<file path="src/rtl/muldiv_pkg.sv">
// Shared opcodes, FSM encodings and decode helpers for the RV32M multiply/divide sequencer.
// Only opcodes 01000..01111 reach this block; everything else stays in the single-cycle ALU.
package muldiv_pkg;

  localparam logic [4:0] OP_MUL    = 5'b01000;
  localparam logic [4:0] OP_MULH   = 5'b01001;
  localparam logic [4:0] OP_MULHU  = 5'b01010;
  localparam logic [4:0] OP_MULHSU = 5'b01011;
  localparam logic [4:0] OP_DIV    = 5'b01100;
  localparam logic [4:0] OP_DIVU   = 5'b01101;
  localparam logic [4:0] OP_REM    = 5'b01110;
  localparam logic [4:0] OP_REMU   = 5'b01111;

  typedef enum logic [2:0] {
    IDLE = 3'd0,
    MUL  = 3'd1,
    DIV  = 3'd2,
    FIX  = 3'd3,
    DONE = 3'd4
  } state_t;

  // Sign-fixup controls captured at acceptance, consumed in FIX
  typedef struct packed {
    logic is_rem;
    logic neg_q;
    logic neg_r;
  } fix_t;

  function automatic logic is_mul_op(input logic [4:0] op);
    return op[4:2] == 3'b010;
  endfunction

  function automatic logic is_div_op(input logic [4:0] op);
    return op[4:2] == 3'b011;
  endfunction

endpackage

</file>
<file path="src/rtl/muldiv_if.sv">
// Request/response handshake bundle between the EX stage and the multiply/divide sequencer.
// master = EX stage issuing ops and consuming results; slave = sequencer.
interface muldiv_if #(
  parameter int XLEN = 32
);
  logic            start_valid;
  logic            start_ready;
  logic [4:0]      opcode;
  logic [XLEN-1:0] operand_a;
  logic [XLEN-1:0] operand_b;
  logic            result_valid;
  logic            result_ready;
  logic [XLEN-1:0] result;

  modport master (
    output start_valid, opcode, operand_a, operand_b, result_ready,
    input  start_ready, result_valid, result
  );

  modport slave (
    input  start_valid, opcode, operand_a, operand_b, result_ready,
    output start_ready, result_valid, result
  );
endinterface

</file>
<file path="src/rtl/div_iter_core.sv">
// Unsigned restoring divider datapath: load magnitudes, then one quotient bit per step.
// No handshake; the sequencer owns step count and stall, results are valid after XLEN steps.
module div_iter_core #(
  parameter int XLEN = 32
) (
  input  logic            clk,
  input  logic            rst_n,
  input  logic            load,
  input  logic            step,
  input  logic [XLEN-1:0] dividend,
  input  logic [XLEN-1:0] divisor,
  output logic [XLEN-1:0] quotient,
  output logic [XLEN-1:0] remainder
);

  logic [XLEN-1:0] rem_q, quo_q, dvs_q;
  logic [XLEN:0]   shifted;
  logic [XLEN+1:0] diff;
  logic            fits;

  // Two guard bits: shifted partial remainder can exceed 2^XLEN
  assign shifted = {rem_q, quo_q[XLEN-1]};
  assign diff    = {1'b0, shifted} - {2'b00, dvs_q};
  assign fits    = ~diff[XLEN+1];

  always_ff @(posedge clk or negedge rst_n) begin
    if (!rst_n) begin
      rem_q <= '0;
      quo_q <= '0;
      dvs_q <= '0;
    end else if (load) begin
      rem_q <= '0;
      quo_q <= dividend;
      dvs_q <= divisor;
    end else if (step) begin
      rem_q <= fits ? diff[XLEN-1:0] : shifted[XLEN-1:0];
      quo_q <= {quo_q[XLEN-2:0], fits};
    end
  end

  assign quotient  = quo_q;
  assign remainder = rem_q;

endmodule

</file>
<file path="src/rtl/muldiv_sequencer.sv">
// RV32M controller: pipelined multiply (MUL_LATENCY), iterative divide (XLEN+2), special cases in 1 cycle.
// One op in flight; result held in DONE until result_ready, start_ready only in IDLE; flush aborts.
module muldiv_sequencer
  import muldiv_pkg::*;
#(
  parameter int XLEN        = 32,
  parameter int MUL_LATENCY = 2
) (
  input  logic    clk,
  input  logic    rst_n,
  muldiv_if.slave bus,
  input  logic    flush,
  output logic    busy
);

  localparam int CW       = $clog2(XLEN) + 1;
  localparam int MUL_LAST = (MUL_LATENCY > 2) ? MUL_LATENCY - 2 : 0;
  localparam int MCW      = (MUL_LAST > 0) ? $clog2(MUL_LAST + 1) : 1;
  localparam logic [XLEN-1:0] MIN_NEG = {1'b1, {(XLEN-1){1'b0}}};

  state_t          state, state_nxt;
  logic            accept, div_load, div_step, mul_fin;
  logic [4:0]      op_q;
  logic [XLEN:0]   mul_a, mul_b;
  fix_t            fix_q;
  logic [CW-1:0]   counter;
  logic [MCW-1:0]  mul_cnt;
  logic [XLEN-1:0] result_q;

  logic [4:0]      in_op;
  logic [XLEN-1:0] in_a, in_b, abs_a, abs_b, special_res;
  logic            in_mul, in_div, in_sdiv, in_rem, div_zero, div_ovf, in_special;
  logic [XLEN:0]   ext_a, ext_b;

  assign in_op      = bus.opcode;
  assign in_a       = bus.operand_a;
  assign in_b       = bus.operand_b;
  assign in_mul     = is_mul_op(in_op);
  assign in_div     = is_div_op(in_op);
  assign in_sdiv    = in_div & ~in_op[0];
  assign in_rem     = in_op[1];
  assign div_zero   = (in_b == '0);
  assign div_ovf    = in_sdiv && (in_a == MIN_NEG) && (in_b == '1);
  assign in_special = in_div && (div_zero || div_ovf);

  // Covers divide-by-zero, signed overflow, and unsupported opcodes (left at zero)
  always_comb begin
    special_res = '0;
    if (in_div && div_zero)
      special_res = in_rem ? in_a : '1;
    else if (in_div && div_ovf)
      special_res = in_rem ? '0 : MIN_NEG;
  end

  assign ext_a = {in_a[XLEN-1] & ((in_op == OP_MULH) || (in_op == OP_MULHSU)), in_a};
  assign ext_b = {in_b[XLEN-1] & (in_op == OP_MULH), in_b};
  assign abs_a = (in_sdiv && in_a[XLEN-1]) ? -in_a : in_a;
  assign abs_b = (in_sdiv && in_b[XLEN-1]) ? -in_b : in_b;

  // Multiplier: 33x33 signed as 64-bit modular product of sign-extended operands
  logic [XLEN:0]     mx, my;
  logic [2*XLEN-1:0] product, prod_tail;
  logic [4:0]        mul_op;
  logic [XLEN-1:0]   mul_res;

  assign mx      = (state == IDLE) ? ext_a : mul_a;
  assign my      = (state == IDLE) ? ext_b : mul_b;
  assign product = {{(XLEN-1){mx[XLEN]}}, mx} * {{(XLEN-1){my[XLEN]}}, my};

  generate
    if (MUL_LATENCY > 2) begin : g_pipe
      logic [2*XLEN-1:0] pipe [MUL_LATENCY-2];
      always_ff @(posedge clk or negedge rst_n) begin
        if (!rst_n) begin
          for (int i = 0; i < MUL_LATENCY - 2; i++) pipe[i] <= '0;
        end else begin
          pipe[0] <= product;
          for (int i = 1; i < MUL_LATENCY - 2; i++) pipe[i] <= pipe[i-1];
        end
      end
      assign prod_tail = pipe[MUL_LATENCY-3];
    end else begin : g_nopipe
      assign prod_tail = product;
    end
  endgenerate

  assign mul_op  = (state == IDLE) ? in_op : op_q;
  assign mul_res = (mul_op == OP_MUL) ? prod_tail[XLEN-1:0] : prod_tail[2*XLEN-1:XLEN];

  logic [XLEN-1:0] quo_mag, rem_mag, fix_q_val, fix_r_val, fix_res;

  div_iter_core #(.XLEN(XLEN)) u_div (
    .clk       (clk),
    .rst_n     (rst_n),
    .load      (div_load),
    .step      (div_step),
    .dividend  (abs_a),
    .divisor   (abs_b),
    .quotient  (quo_mag),
    .remainder (rem_mag)
  );

  assign fix_q_val = fix_q.neg_q ? -quo_mag : quo_mag;
  assign fix_r_val = fix_q.neg_r ? -rem_mag : rem_mag;
  assign fix_res   = fix_q.is_rem ? fix_r_val : fix_q_val;

  always_ff @(posedge clk or negedge rst_n) begin
    if (!rst_n) state <= IDLE;
    else        state <= state_nxt;
  end

  always_comb begin
    state_nxt = state;
    accept    = 1'b0;
    div_load  = 1'b0;
    div_step  = 1'b0;
    mul_fin   = 1'b0;
    case (state)
      IDLE: begin
        if (bus.start_valid) begin
          accept = 1'b1;
          if (in_mul) begin
            if (MUL_LATENCY <= 1) begin
              state_nxt = DONE;
              mul_fin   = 1'b1;
            end else begin
              state_nxt = MUL;
            end
          end else if (in_div && !in_special) begin
            state_nxt = DIV;
            div_load  = 1'b1;
          end else begin
            state_nxt = DONE;
          end
        end
      end
      MUL: begin
        if (mul_cnt == MCW'(MUL_LAST)) begin
          state_nxt = DONE;
          mul_fin   = 1'b1;
        end
      end
      DIV: begin
        div_step = (counter != '0);
        if (counter <= CW'(1)) state_nxt = FIX;
      end
      FIX:     state_nxt = DONE;
      DONE:    if (bus.result_ready) state_nxt = IDLE;
      default: state_nxt = IDLE;
    endcase
    if (flush) begin
      state_nxt = IDLE;
      accept    = 1'b0;
      div_load  = 1'b0;
      div_step  = 1'b0;
      mul_fin   = 1'b0;
    end
  end

  always_ff @(posedge clk or negedge rst_n) begin
    if (!rst_n) begin
      op_q     <= '0;
      mul_a    <= '0;
      mul_b    <= '0;
      fix_q    <= '0;
      counter  <= '0;
      mul_cnt  <= '0;
      result_q <= '0;
    end else if (flush) begin
      counter <= '0;
      mul_cnt <= '0;
    end else begin
      if (accept) begin
        op_q         <= in_op;
        mul_a        <= ext_a;
        mul_b        <= ext_b;
        mul_cnt      <= '0;
        fix_q.is_rem <= in_rem;
        fix_q.neg_q  <= in_sdiv & (in_a[XLEN-1] ^ in_b[XLEN-1]);
        fix_q.neg_r  <= in_sdiv & in_a[XLEN-1];
        if (div_load) counter <= CW'(XLEN);
        if (state_nxt == DONE && !mul_fin) result_q <= special_res;
      end
      if (mul_fin)              result_q <= mul_res;
      else if (state == MUL)    mul_cnt  <= mul_cnt + 1'b1;
      if (div_step)             counter  <= counter - 1'b1;
      if (state == FIX)         result_q <= fix_res;
    end
  end

  assign bus.start_ready  = (state == IDLE);
  assign bus.result_valid = (state == DONE);
  assign bus.result       = result_q;
  assign busy             = (state != IDLE);

endmodule

</file>
<file path="src/flat_wrapper.sv">
// flat-port wrapper written by rule: the top's interface ports become plain ports
module muldiv_sequencer_flat import muldiv_pkg::*;
#(
  parameter int XLEN        = 32,
  parameter int MUL_LATENCY = 2
)
  (clk, rst_n, flush, busy, bus_start_valid, bus_opcode, bus_operand_a, bus_operand_b, bus_result_ready, bus_start_ready, bus_result_valid, bus_result);
  muldiv_if #(.XLEN(XLEN)) bus_i ();
  input  logic clk;
  input  logic rst_n;
  input  logic flush;
  output logic busy;
  input wire logic [$bits(bus_i.start_valid)-1:0] bus_start_valid;
  input wire logic [$bits(bus_i.opcode)-1:0] bus_opcode;
  input wire logic [$bits(bus_i.operand_a)-1:0] bus_operand_a;
  input wire logic [$bits(bus_i.operand_b)-1:0] bus_operand_b;
  input wire logic [$bits(bus_i.result_ready)-1:0] bus_result_ready;
  output wire logic [$bits(bus_i.start_ready)-1:0] bus_start_ready;
  output wire logic [$bits(bus_i.result_valid)-1:0] bus_result_valid;
  output wire logic [$bits(bus_i.result)-1:0] bus_result;
  assign bus_i.start_valid = bus_start_valid;
  assign bus_i.opcode = bus_opcode;
  assign bus_i.operand_a = bus_operand_a;
  assign bus_i.operand_b = bus_operand_b;
  assign bus_i.result_ready = bus_result_ready;
  assign bus_start_ready = bus_i.start_ready;
  assign bus_result_valid = bus_i.result_valid;
  assign bus_result = bus_i.result;
  muldiv_sequencer #(.XLEN(XLEN), .MUL_LATENCY(MUL_LATENCY)) u_core (.clk(clk), .rst_n(rst_n), .bus(bus_i), .flush(flush), .busy(busy));
endmodule
</file>
<file path="config.mk">
export PLATFORM = sky130hd
export DESIGN_NAME = muldiv_sequencer_flat
export DESIGN_NICKNAME = d
export VERILOG_FILES = /design/src/rtl/muldiv_pkg.sv /design/src/rtl/muldiv_if.sv /design/src/rtl/div_iter_core.sv /design/src/rtl/muldiv_sequencer.sv /design/src/flat_wrapper.sv
export SDC_FILE = /design/constraint.sdc
export NUM_CORES = 2
export LEC_CHECK = 0
export CAP_MARGIN = 20
export CORE_UTILIZATION = 60
export CTS_BUF_LIST = sky130_fd_sc_hd__clkbuf_8
export CTS_CLUSTER_SIZE = 40
export DETAILED_ROUTE_END_ITERATION = 12
export GPL_TIMING_DRIVEN = 0
export PLACE_DENSITY_LB_ADDON = 0.2
export SKIP_LAST_GASP = 1
export SLEW_MARGIN = 30
export SYNTH_ARGS = -nofsm -noshare
export SYNTH_HDL_FRONTEND = slang
export SYNTH_SLANG_ARGS = --single-unit
</file>
<file path="constraint.sdc">
create_clock -name clk -period 12.72 [get_ports clk]
set_clock_uncertainty 0.1 [all_clocks]
set_input_delay 2.544 -clock clk [delete_from_list [all_inputs] [get_ports clk]]
set_output_delay 2.544 -clock clk [all_outputs]
set_load 0.01 [all_outputs]
</file>
==> impl_metrics.yaml <==
hold_path:
  min-delay-path-class: "reg -> reg"
  min_delay_path_depth: 2
  hold_path.startpoint: "u_core.mul_b[21]$_DFFE_PN0P_"
  timing.hold.worst_endpoint: "u_core.mul_b[21]$_DFFE_PN0P_"
critical_path:
  crit_slowest_cell: "sky130_fd_sc_hd__clkbuf_1"
  timing.critical_path.required_ns: 13.14
  worstRegToRegCells: 35
  biggest_fanout_along_the_worst_timing_path: 10
  regToRegStartpoint: "u_core.state[1]$_DFF_PN0_"
  worst_path_max_stage_delay_ns: 0.89
  worstSetupPathType: "reg -> reg"
  crit_path_start_kind: "flip-flop"
  critical_path.reg2reg.endpoint: "u_core.bus.result[15]$_DFFE_PN0P_"
  worst_setup_slack_for_register_to_register_paths_ns: -0.09
  timing.critical_path.arrival_ns: 13.24
  crit_path_frequent_cell: "sky130_fd_sc_hd__fa_1"
  worst_setup_path_end_kind: "flip-flop"
grt:
  antenna_found_initial: 16
  grt_remaining_overflow: 0
  grt_pass1_vias: 46060
  grt_first_pass_wirelength_um: 305300
  track_usage_pct: 48.11
  grt_max_degree: 76
sta:
  period_minus_slack_ns: 12.81
  rsz0062_at_grt: "no"
  final.period_utilization_pct: 100.7
  timing.slew.headroom_pct: 23.82
  timing.fmax_mhz: 78.04
  fin_tns_setup_ns: -0.1594
  max_slew.worst_pin.slew_ns: 1.120
  setup_slack_ns: -0.09398
  report.final.setup_viol: 4
  endpoints_failing_hold: 0
  fin_max_slew_vios: 0
synth:
  synth.mux.area_fraction_pct: 1.564
  synth_common_cells: "sky130_fd_sc_hd__nand2_1, sky130_fd_sc_hd__inv_1, sky130_fd_sc_hd__fa_1"
  syn_area_mm2: 0.05249
  async_flop_share_pct: 100.0
  seq_area_frac_synth_pct: 10.06
  synthMostInstantiatedCell: "sky130_fd_sc_hd__nand2_1"
  syn_warnings: 0
  synth_top_cells_by_area: "sky130_fd_sc_hd__fa_1, sky130_fd_sc_hd__dfrtp_1, sky130_fd_sc_hd__nand2_1"
  area_fraction_in_compound_gates_after_synthesis_pct: 8.505
  syn-instance-count: 6177
  synth_enable_flop_cells: 0
  synth_cell_type_count: 82
  synth-simple-area-share_pct: 15.97
  synth_largest_type_area_fraction_pct: 42.95
  parity_gate_share_of_the_synthesized_area_counting_xor_and_xnor_cells_pct: 3.621
  synth.largest_area_cell: "sky130_fd_sc_hd__fa_1"
  synth_fp_nets: 7628
  post_synthesis_share_of_cell_area_spent_on_full_adders_half_adders_and_majority_gates_pct: 48.93
  postSynthRegisterBits: 211
  yosys_most_used_dff: "sky130_fd_sc_hd__dfrtp_1"
  synth_area_per_cell_um2: 8.497
  dominant_combinational_cell_family_by_area_after_synthesis: "adder cells"
place:
  detailedPlacementHpwl_um: 174500
  postPlaceCellArea_mm2: 0.05501
  gp_routability_congestion: 1.079
  io_buffer_count: 75
cells_and_area:
  fill_cells: 7578
  final_layout_size_suffix_gt1_share_pct: 3.478
  layout_overhead_on_the_synthesized_area_pct: 6.758
  stdcell_area_mm2: 0.05604
  nets: 7752
clocking:
  worst_skew_pair.late_latency_ns: 0.62
  cts_max_level: 2
  cts_num_sinks: 211
  tritoncts: "built"
  tritoncts.num_buffers: 37
  clock-root-buffer: "sky130_fd_sc_hd__clkbuf_8"
  clk_pin_slew_ns: 0.08
  max-clock-path-buffers: 3
routing:
  drc_violations_left: 0
  wirelength_um: 209600
  met1Wirelength_um: 77870
  drt-pass1-iter-count: 6
  route.vias.total: 46060
  drtIter0Drc: 5976
  via_per_inst: 6.149
  met3_length_um: 29300
  top_metal_layer_carrying_routed_signals: "met5"
  wire_length_on_met2_um: 86000
  routedWlPerCell_um: 27.97
  antenna_violating_nets_post_route: 0
job:
  maxCapViolCount: 0
floorplan:
  core.rowCount: 108
  coreArea_mm2: 0.08675
  die_height_um: 297.8
  initial_utilization_pct: 60.50
  design.die.area_mm2: 0.08867
  boundaryPins: 109
  die_width_um: 297.8
run_status:
  status: "finished, violations left"
  violations: "negative setup slack"
[final cells by class]
| class | instances | area (µm²) | share of cell area [%] |
|---|---|---|---|
| Tap cell | 1155 | 1445 | 2.579 |
| Buffer | 319 | 1295 | 2.311 |
| Timing Repair Buffer | 86 | 903.4 | 1.612 |
| Inverter | 1254 | 4718 | 8.420 |
| Clock inverter | 14 | 155.1 | 0.2769 |
| Sequential cell | 211 | 5280 | 9.423 |
| Clock buffer | 50 | 688.2 | 1.228 |
| Antenna cell | 10 | 25.02 | 0.04466 |
| Multi-Input combinational cell | 4392 | 41520 | 74.11 |
[registers in the layout, summed over array words and instances, names as in the netlist]
register                count
u_core.u_div.dvs_q         32
u_core.mul_cnt              1
u_core.mul_a               33
u_core.u_div.quotient      32
u_core.mul_b               33
u_core.op_q                 5
u_core.counter              6
u_core.bus.result          32
u_core.u_div.remainder     32
u_core.state                3
u_core.fix_q                2
[stage by stage]
step	cells	utilization, %	setup slack, ns	hold WS [ns]
6_report	7491	64.59	-0.09398	0.3829
5_1_grt	7483	64.57	0.0004672	0.3958
4_1_cts	7481	64.44	0.08549	0.3780
3_5_place_dp	7415	63.41	-1.739	0.3628
3_3_place_gp	7407	63.03	-2.306	0.3539
2_1_floorplan	6177	-	1.762	0.3375
[how the worst max path moves through the flow]
stage | cells after the start | from | endpoint | slack [ns]
after detailed placement | 29 | bus_opcode[4] | u_core.bus.result[24]$_DFFE_PN0P_ | -1.74
after CTS | 33 | u_core.state[1]$_DFF_PN0_ | u_core.bus.result[31]$_DFFE_PN0P_ | 0.09
after global routing | 35 | u_core.state[1]$_DFF_PN0_ | u_core.bus.result[27]$_DFFE_PN0P_ | 0.0005
after floorplan | 28 | bus_opcode[4] | u_core.bus.result[29]$_DFFE_PN0P_ | 1.76
after global placement | 29 | bus_opcode[3] | u_core.bus.result[24]$_DFFE_PN0P_ | -2.31
final | 35 | u_core.state[1]$_DFF_PN0_ | u_core.bus.result[15]$_DFFE_PN0P_ | -0.09
[routing by layer]
layer	track usage [%]	up-vias
li1	-	18950
met1	65.19	23130
met2	67.33	3285
met3	15.10	678
met4	29.94	14
met5	0	-
[cells by family after synthesis]
logic type,after synthesis
flops,211
fa+ha+maj,1377
buf+inv,1574
xor+xnor,217
simple gates,2032
mux,82
compound gates,684
[critical path: cells and delay by family (launching register included)]
kind | cells | cell delay, ns
flip-flops | 1 | 0.36
multiplexers | 1 | 0.18
XOR/XNOR | 1 | 0.45
AO/OA/AOI/OAI | 4 | 1.60
adder cells (fa/ha/maj) | 9 | 4.33
buffers and inverters | 12 | 3.56
AND/OR/NAND/NOR | 8 | 2.07
[placed cells by master, fill, tap and decap left out, drive strengths merged, types with 10 or more instances in the layout]
master	count
buf	42
a21oi	158
fa	1126
dfrtp	211
o21a	21
ha	251
o21bai	15
nor3	40
o21ai	208
o31ai	27
a221o	20
xnor2	123
o22ai	16
nor2	419
nand2b	24
a31oi	18
diode	10
inv	1254
a211oi	19
nor2b	14
o41ai	17
a2111oi	10
mux2i	82
clkbuf	338
nand2	1313
nor4	20
clkdlybuf4s50	74
a22oi	15
or4	13
a21o	56
a221oi	19
nand3	61
and3	13
and2	45
nand4	20
xor2	94
or3	22
[repair_timing]
| action | CTS | global route |
|---|---|---|
| buffers inserted | 2 | 1 |
| endpoints found under the setup margin | 18 | 20 |
| gates resized for setup | 10 | 47 |
| hold buffers | 0 | 0 |
| pin swaps | 1 | 2 |
Power is not shown: default switching activity piles up to over one toggle a cycle in this logic, so the estimate is an artifact.
